## src/rtl/fetch_queue_pkg.sv

```systemverilog
// rtl/fetch_queue_pkg.sv - shared constants and queue entry type for the fetch stage
package fetch_queue_pkg;

    localparam logic [31:0] INSTR_NOP   = 32'h0000_0000;
    localparam int          IMEM_ADDR_W = 10;
    localparam logic [31:0] PC_STEP     = 32'd4;

    typedef struct packed {
        logic [31:0] pc4;
        logic [31:0] instr;
    } fq_entry_t;

endpackage

```

## src/rtl/fetch_queue_if.sv

```systemverilog
// rtl/fetch_queue_if.sv - instruction memory, redirect and decode-side signals of the fetch stage
interface fetch_queue_if;
    import fetch_queue_pkg::*;

    logic [IMEM_ADDR_W-1:0] imem_addr;
    logic [31:0]            imem_rdata;
    logic                   redirect;
    logic [31:0]            redirect_pc;
    logic                   stall;
    logic                   out_valid;
    logic [31:0]            out_instr;
    logic [31:0]            out_pc4;

    modport master (
        output imem_addr, out_valid, out_instr, out_pc4,
        input  imem_rdata, redirect, redirect_pc, stall
    );

    modport slave (
        input  imem_addr, out_valid, out_instr, out_pc4,
        output imem_rdata, redirect, redirect_pc, stall
    );
endinterface

```

## src/rtl/fetchq_fifo.sv

```systemverilog
// rtl/fetchq_fifo.sv - circular entry storage with push, pop, flush, head data and occupancy
module fetchq_fifo
    import fetch_queue_pkg::*;
#(
    parameter int DEPTH = 4,
    localparam int PW   = $clog2(DEPTH)
) (
    input  logic      clk,
    input  logic      rst_n,
    input  logic      push_i,
    input  logic      pop_i,
    input  logic      flush_i,
    input  fq_entry_t wdata_i,
    output fq_entry_t head_o,
    output logic [PW:0] count_o
);

    fq_entry_t       mem_q [DEPTH];
    logic [PW-1:0]   wr_ptr_q, wr_ptr_d;
    logic [PW-1:0]   rd_ptr_q, rd_ptr_d;
    logic [PW:0]     count_q, count_d;

    always_comb begin
        wr_ptr_d = wr_ptr_q;
        rd_ptr_d = rd_ptr_q;
        count_d  = count_q;
        if (flush_i) begin
            wr_ptr_d = '0;
            rd_ptr_d = '0;
            count_d  = '0;
        end else begin
            if (push_i) wr_ptr_d = wr_ptr_q + PW'(1);
            if (pop_i)  rd_ptr_d = rd_ptr_q + PW'(1);
            if (push_i && !pop_i)      count_d = count_q + (PW+1)'(1);
            else if (!push_i && pop_i) count_d = count_q - (PW+1)'(1);
        end
    end

    always_ff @(posedge clk or negedge rst_n) begin
        if (!rst_n) begin
            wr_ptr_q <= '0;
            rd_ptr_q <= '0;
            count_q  <= '0;
        end else begin
            wr_ptr_q <= wr_ptr_d;
            rd_ptr_q <= rd_ptr_d;
            count_q  <= count_d;
        end
    end

    // Push at full only happens together with a pop, so overwriting the head slot is safe.
    always_ff @(posedge clk) begin
        if (push_i && !flush_i) mem_q[wr_ptr_q] <= wdata_i;
    end

    assign head_o  = mem_q[rd_ptr_q];
    assign count_o = count_q;

endmodule

```

## src/rtl/fetch_queue.sv

```systemverilog
// rtl/fetch_queue.sv - fetch PC, prefetch queue and decode handoff; FETCHQ_BYPASS_EN enables empty-queue pass-through
module fetch_queue
    import fetch_queue_pkg::*;
#(
    parameter int          DEPTH    = 4,
    parameter logic [31:0] RESET_PC = 32'h0000_0000
) (
    input  logic            clk,
    input  logic            rst,
    fetch_queue_if.master   bus
);

    localparam int          PW   = $clog2(DEPTH);
    localparam logic [PW:0] FULL = (PW+1)'(DEPTH);

    logic [31:0] fetch_pc_q, fetch_pc_d;
    logic [31:0] next_pc;
    logic [PW:0] count;
    fq_entry_t   head;
    fq_entry_t   wdata;
    logic        nonempty;
    logic        bypass;
    logic        push, pop;
    logic        fifo_push, fifo_pop;

`ifdef FETCHQ_BYPASS_EN
    assign bypass = rst && !nonempty && !bus.redirect;
`else
    assign bypass = 1'b0;
`endif

    always_comb begin
        nonempty      = (count != '0);
        next_pc       = fetch_pc_q + PC_STEP;
        wdata.pc4     = next_pc;
        wdata.instr   = bus.imem_rdata;
        bus.imem_addr = fetch_pc_q[IMEM_ADDR_W+1:2];

        bus.out_valid = nonempty || bypass;
        bus.out_instr = INSTR_NOP;
        bus.out_pc4   = 32'h0;
        if (bypass) begin
            bus.out_instr = bus.imem_rdata;
            bus.out_pc4   = next_pc;
        end else if (nonempty) begin
            bus.out_instr = head.instr;
            bus.out_pc4   = head.pc4;
        end

        pop  = bus.out_valid && !bus.stall && !bus.redirect;
        push = !bus.redirect && ((count < FULL) || pop);
        // A bypassed word consumed by decode never enters storage.
        fifo_pop  = pop && nonempty;
        fifo_push = push && !(bypass && !bus.stall);

        fetch_pc_d = fetch_pc_q;
        if (bus.redirect) fetch_pc_d = {bus.redirect_pc[31:2], 2'b00};
        else if (push)    fetch_pc_d = next_pc;
    end

    always_ff @(posedge clk or negedge rst) begin
        if (!rst) fetch_pc_q <= RESET_PC;
        else      fetch_pc_q <= fetch_pc_d;
    end

    fetchq_fifo #(.DEPTH(DEPTH)) u_fifo (
        .clk     (clk),
        .rst_n   (rst),
        .push_i  (fifo_push),
        .pop_i   (fifo_pop),
        .flush_i (bus.redirect),
        .wdata_i (wdata),
        .head_o  (head),
        .count_o (count)
    );

endmodule

```

## src/flat_wrapper.sv

```systemverilog
// flat-port wrapper written by rule: the top's interface ports become plain ports
module fetch_queue_flat import fetch_queue_pkg::*;
#(
    parameter int          DEPTH    = 4,
    parameter logic [31:0] RESET_PC = 32'h0000_0000
)
  (clk, rst, bus_imem_addr, bus_out_valid, bus_out_instr, bus_out_pc4, bus_imem_rdata, bus_redirect, bus_redirect_pc, bus_stall);
  fetch_queue_if bus_i ();
  input  logic clk;
  input  logic rst;
  output wire logic [$bits(bus_i.imem_addr)-1:0] bus_imem_addr;
  output wire logic [$bits(bus_i.out_valid)-1:0] bus_out_valid;
  output wire logic [$bits(bus_i.out_instr)-1:0] bus_out_instr;
  output wire logic [$bits(bus_i.out_pc4)-1:0] bus_out_pc4;
  input wire logic [$bits(bus_i.imem_rdata)-1:0] bus_imem_rdata;
  input wire logic [$bits(bus_i.redirect)-1:0] bus_redirect;
  input wire logic [$bits(bus_i.redirect_pc)-1:0] bus_redirect_pc;
  input wire logic [$bits(bus_i.stall)-1:0] bus_stall;
  assign bus_imem_addr = bus_i.imem_addr;
  assign bus_out_valid = bus_i.out_valid;
  assign bus_out_instr = bus_i.out_instr;
  assign bus_out_pc4 = bus_i.out_pc4;
  assign bus_i.imem_rdata = bus_imem_rdata;
  assign bus_i.redirect = bus_redirect;
  assign bus_i.redirect_pc = bus_redirect_pc;
  assign bus_i.stall = bus_stall;
  fetch_queue #(.DEPTH(DEPTH), .RESET_PC(RESET_PC)) u_core (.clk(clk), .rst(rst), .bus(bus_i));
endmodule
```

## config.mk

```make
export PLATFORM = sky130hd
export DESIGN_NAME = fetch_queue_flat
export DESIGN_NICKNAME = d
export VERILOG_FILES = /design/src/rtl/fetch_queue_pkg.sv /design/src/rtl/fetch_queue_if.sv /design/src/rtl/fetchq_fifo.sv /design/src/rtl/fetch_queue.sv /design/src/flat_wrapper.sv
export SDC_FILE = /design/constraint.sdc
export NUM_CORES = 1
export LEC_CHECK = 0
export ABC_AREA = 1
export CAP_MARGIN = 20
export CORE_MARGIN = 4
export CORE_UTILIZATION = 40
export CTS_CLUSTER_SIZE = 14
export DETAILED_ROUTE_END_ITERATION = 7
export DONT_BUFFER_PORTS = 1
export GPL_TIMING_DRIVEN = 0
export PLACE_DENSITY = 0.61
export SLEW_MARGIN = 40
export SYNTH_ARGS = -nofsm -noshare
export SYNTH_HDL_FRONTEND = slang
export SYNTH_SLANG_ARGS = --single-unit
```

## constraint.sdc

```tcl
create_clock -name clk -period 3.29 [get_ports clk]
set_input_delay 0.1645 -clock clk [delete_from_list [all_inputs] [get_ports clk]]
set_output_delay 0.1645 -clock clk [all_outputs]
set_load 0.005 [all_outputs]
```

Word level (Yosys, flattened, before mapping). Memory sizes are Yosys's and may differ from the RTL's. Cells that the tools add are included.

Register bits: 39. Bits in writable memories: 256. Output and inout bits: 75. Logic and storage cells: 40. Memories kept: 1.

Add/sub/neg operators: 5. $lt $le $gt $ge: 1. Muxes and demuxes: 13. Reduce and logical (&&, ||, !) cells: 16.

Memories: u_core.u_fifo.mem_q (words 4, bits a word 64, rd ports 1, clocked after memory_dff 0, write ports 1, line fetchq_fifo.sv:18) `fq_entry_t mem_q [DEPTH];`.

Operator list (number): 32-bit two-way mux (4); 32-bit by 3-bit adder with 32-bit output, second input constant (1); 3-bit two-way mux (3); 2-bit two-way mux (4); 1-bit logical AND (7); 3-bit nonzero test (2); 2-bit by 1-bit adder with 2-bit output, second input constant (2); 1-bit zero test (4); 2-bit nonzero test (2); 3-bit by 1-bit adder with 3-bit output, second input constant (1); 3-bit less-than comparator, second input constant (1); 3-bit by 1-bit subtractor with 3-bit output, second input constant (1); 1-bit two-way mux (2); 1-bit logical OR (1).

Longest topological paths before layout.
Depth after elaboration: 10. Mapped depth: 11. Gate-level depth less buffers: 11.

Cells and area by module. Synthesis repeated with hierarchy kept, for this count alone.

Cell total of the unflattened synthesis: 1180. Area total of the unflattened synthesis: 12798.5 µm².

Modules (own cells, without submodules): fetchq_fifo (instances 1, cells each 678, area each 9919.5 µm²); fetch_queue (instances 1, cells each 502, area each 2879.0 µm²).

Worst setup path before layout. OpenSTA, ideal clock, no wires.

Path kind: register to register. From: register u_core.u_fifo.count_q[2] (netlist: u_core.u_fifo.count_o[2]). To: memory u_core.u_fifo.mem_q[0][0] in the netlist's numbering (enable). Arrival: 2.220 ns. Data required time: 2.874 ns. Path slack: 0.654 ns. Cell stages (with the launch flop): 5. Buffers on the path: 1. Period minus slack after synthesis: 2.636 ns. Cells stage by stage: dfrtp_1 > a21oi_1 > clkbuf_1 > nand2_1 > inv_1.

Longest elaborated chain between the ends: 8.

RTL lines: from (decl) (line fetchq_fifo.sv:21) `logic [PW:0] count_q, count_d;`; from (signal assigned) (line fetchq_fifo.sv:47) `count_q <= count_d;`; branches (longest 3 deep; another with 3-bit less-than comparator); 1-bit logical OR (*) (line fetch_queue.sv:51) `push = !bus.redirect && ((count < FULL) || pop);`; 1-bit logical AND (*) (line fetch_queue.sv:51); 1-bit logical AND (*) (line fetchq_fifo.sv:53) `if (push_i && !flush_i) mem_q[wr_ptr_q] <= wdata_i;`; 1-bit two-way mux (*) (line fetchq_fifo.sv:53); 1-bit two-way mux (not written as such) (*) (line fetchq_fifo.sv:53); to (decl) (line fetchq_fifo.sv:18).

Mark *: on every way between the ends.

Worst setup path after layout.
From: register u_core.u_fifo.rd_ptr_q[0]. To: output bus_out_pc4[16].

Longest elaborated chain between the ends: 2.

RTL lines: from (decl) (line fetchq_fifo.sv:20) `logic [PW-1:0] rd_ptr_q, rd_ptr_d;`; from (signal assigned) (line fetchq_fifo.sv:46) `rd_ptr_q <= rd_ptr_d;`; memory read 4 x 64 bit; 32-bit two-way mux (line fetch_queue.sv:45) `end else if (nonempty) begin`; to (decl) (line flat_wrapper.sv:14) `output wire logic [$bits(bus_i.out_pc4)-1:0] bus_out_pc4;`.

No other way between the ends.

==> flow_summary.toml <==
[run_status]
status = "finished, final reports clean"

[clock_tree]
cts_max_level = 1
hold_buffers = 72
cts_buffers = 30
cts_resized = 0
cts-root-buf = "clkbuf_16"
clkSlewWorstSetupHoldPaths_ns = 0.06
postCtsSetupRepairBufs = 0
cts.sinks = 285
cts_buffer_depth = 3
clk-insertion-delay-late_ns = 0.55
cts_tree = "built"

[global_routing]
use_met2_pct = 30.7
grt_pass1_wl_mm = 48.3
gr-total-overflow = 0
met3_usage_pct = 2.87
track_usage_pct = 18.5
grt_max_degree = 46
grtUsageMet1_pct = 25.9
grt_most_used_layer = "met2"
grt_pass1_vias = 8317
antenna_found_initial = 1

[floorplanning]
io_pins = 143
die_w_microns = 184
dieArea_sq_um = 33700
core_area_sq_um = 30500
floorplan.initialDensity_pct = 40.4
die_h_microns = 184
rows = 64

[synthesis]
synth_cell_types = 32
ys_ff_latch = 285
synthTopCellsByArea = "edfxtp_1 60%, nor2_1 8.9%, dfrtp_1 7.5%"
yosysTopAreaCell = "edfxtp_1"
synth_flop_cell = "edfxtp_1"
syn_inst = 1167
synth_async_sr_flop_share_pct = 13.0
synth.avg_cell_area_sq_um = 10.6
synth_top_area_share_pct = 60.3
ys_seq_area_share_pct = 67.8
synth_edf_count = 248
ys_warn_count = 0
synth_area_sq_um = 12300

[worst_setup_path]
required_ns = 3.13
critPathLaunchType = "flop"
end_kind = "output pin"
reg2reg_slack_ns = 0.65
cp_slowest_cell = "a21oi_1"
cpMostUsedCell = "buf_2"
reg2reg_from = "u_core.u_fifo.rd_ptr_q[0]"
cp_cell_sequence = "buf_2 -> clkinv_2 -> buf_2 -> clkbuf_1 -> o21ai_0 -> a21oi_1"
rr_worst_depth = 8
path_class = "flop to output pin"
cpPeakStageDelay_ns = 0.41
r2r-end = "u_core.u_fifo.rd_ptr_q[0]"
cp-startpoint = "u_core.u_fifo.rd_ptr_q[0]"
cp_max_fo = 10
arrival_ns = 2.50

[route]
ant_nets = 0
vias = 8595
routed_wl_mm = 31.8
wl_per_cell_microns = 18.8
drtIter0Drc = 665
via_per_inst = 5.06
drt_pass1_iterations = 5
drc_errors = 0

[power_and_ir_drop]
ir_worst_vdd_mv = 0.479
leakagePower_nw = 5.42
p_per_area_nw_per_um2 = 744
fin_total_pwr_mw = 10.9

[cells_and_area]
fillCellCount = 2744
final_core_util_pct = 48.2
drive_gt1_share_pct = 8.15
area_delta_synth_final_pct = 19.2
nets = 1350

[timing]
rsz0062_at_grt = "no"
finalCriticalPeriod_ns = 2.66
whs_ns = 0.0682
skew_ns = 0.00958
postLayoutSetupSlackWorst_ns = 0.628
fmaxAchievable_mhz = 376
max-slew-margin-rel_pct = 53.6
hold_viol = 0
period_share_pct = 80.9
final-max-slew-violation-count = 0
setup_tns_ns = 0
finalSetupViolations = 0
worstMarginPinSlew_ns = 0.696

[placed_design]
dpl.hpwl_mm = 20.9
gp_congestion = 0.847
io_buffers = 0
pre_cts_slack_ns = 0.805

[worst_hold_path]
hold_path_class = "primary input to flop"
whs_path_depth = 4
hold_end = "u_core.fetch_pc_q[11]"
worstHoldStart = "bus_redirect"

[flow_run]
drv_cap = 0
flip-flops by register name (all words and copies together), names as in the netlist:
signal	cells
u_core.fetch_pc_q	30
u_core.u_fifo.rd_ptr_q	2
u_core.u_fifo.count_o	3
u_core.u_fifo.wr_ptr_q	2
u_core.u_fifo.mem_q	248
worst max-delay path by stage:
stage,endpoint,slack (ns),depth (start not counted)
floorplan,u_core.u_fifo.mem_q[0][0],0.65,4
global placement,u_core.u_fifo.mem_q[3][5],-0.76,4
detailed placement,u_core.u_fifo.mem_q[3][5],0.81,5
CTS,bus_out_pc4[16],0.53,6
global route,bus_out_pc4[16],0.42,6
finish,bus_out_pc4[16],0.63,6
area by class of cell:
| class | instances | area, sq um | share of cell area (%) |
|---|---|---|---|
| Sequential cell | 285 | 8370 | 56.9 |
| Multi-Input combinational cell | 751 | 3400 | 23.1 |
| Clock buffer | 45 | 868 | 5.90 |
| Timing Repair Buffer | 76 | 826 | 5.61 |
| Tap cell | 396 | 495 | 3.37 |
| Buffer | 66 | 320 | 2.18 |
| Inverter | 66 | 269 | 1.83 |
| Clock inverter | 11 | 155 | 1.05 |
| Antenna cell | 1 | 2.50 | 0.0170 |
synthesized netlist by cell type, drive strengths merged, types with 4 or more instances:
cell type / count
and2: 6
o211ai: 5
a21oi: 65
nand3: 27
dfrtp: 37
edfxtp: 248
clkbuf: 31
o21bai: 4
inv: 65
ha: 5
xor2: 9
o21ai: 143
buf: 35
nand2: 168
nor2: 305
critical path, delay by kind of cell (launching register included):
kind	cells	cell delay (ns)
flops	1	0.36
buf+inv	4	1.03
compound gates	2	0.56
cell usage in the layout, fill, tap and decap left out, types with 3 or more instances in the layout:
cell type      count
nor2_1           294
edfxtp_1         248
nand2_1          164
o21ai_0          142
dlygate4sd3_1     71
a21oi_1           65
inv_1             58
clkbuf_1          40
dfrtp_1           37
clkbuf_16         31
nand3_1           27
buf_2             18
buf_4             13
xor2_1             7
nor2_4             6
and2_1             6
nor2_2             5
clkinv_2           5
o211ai_1           5
ha_1               5
o21bai_1           4
buf_1              4
inv_6              4
bufinv_16          4
clkbuf_8           4
xnor2_1            3
inv_2              3
o22ai_1            3
a22o_1             3
buf_12             3
cell families (layout without fill, tap and decap cells):
family,count (synthesis),in the layout,share of synthesized area [%]
flip-flops,285,285,67.8
AO/OA/AOI/OAI,225,225,9.45
adder cells (fa/ha/maj),6,6,0.669
other,1,3,0.0304
XOR/XNOR,12,12,0.973
AND/OR/NAND/NOR,506,506,16.4
buffers and inverters,132,264,4.61
report_power, final:
| group | leakage, nW | internal (mW) | switching [mW] |
|---|---|---|---|
| registers | 2.73 | 4.54 | 0.194 |
| logic | 2.19 | 0.761 | 2.00 |
| clock network | 0.498 | 2.13 | 1.33 |
routing by layer:
layer	routed length [microns]	vias to the layer above
met1	14300	4132
met2	15100	258
li1	-	4165
met3	1870	40
met4	508	0
met5	0	-
stage by stage:
step,cells,instance area [sq um]
after global routing,1697,14700
final,1697,14700
after global placement,1564,12800
after CTS,1696,14700
after floorplan,1168,12300
after detailed placement,1568,13000
Note: power is estimated with default switching activity, not from simulation.
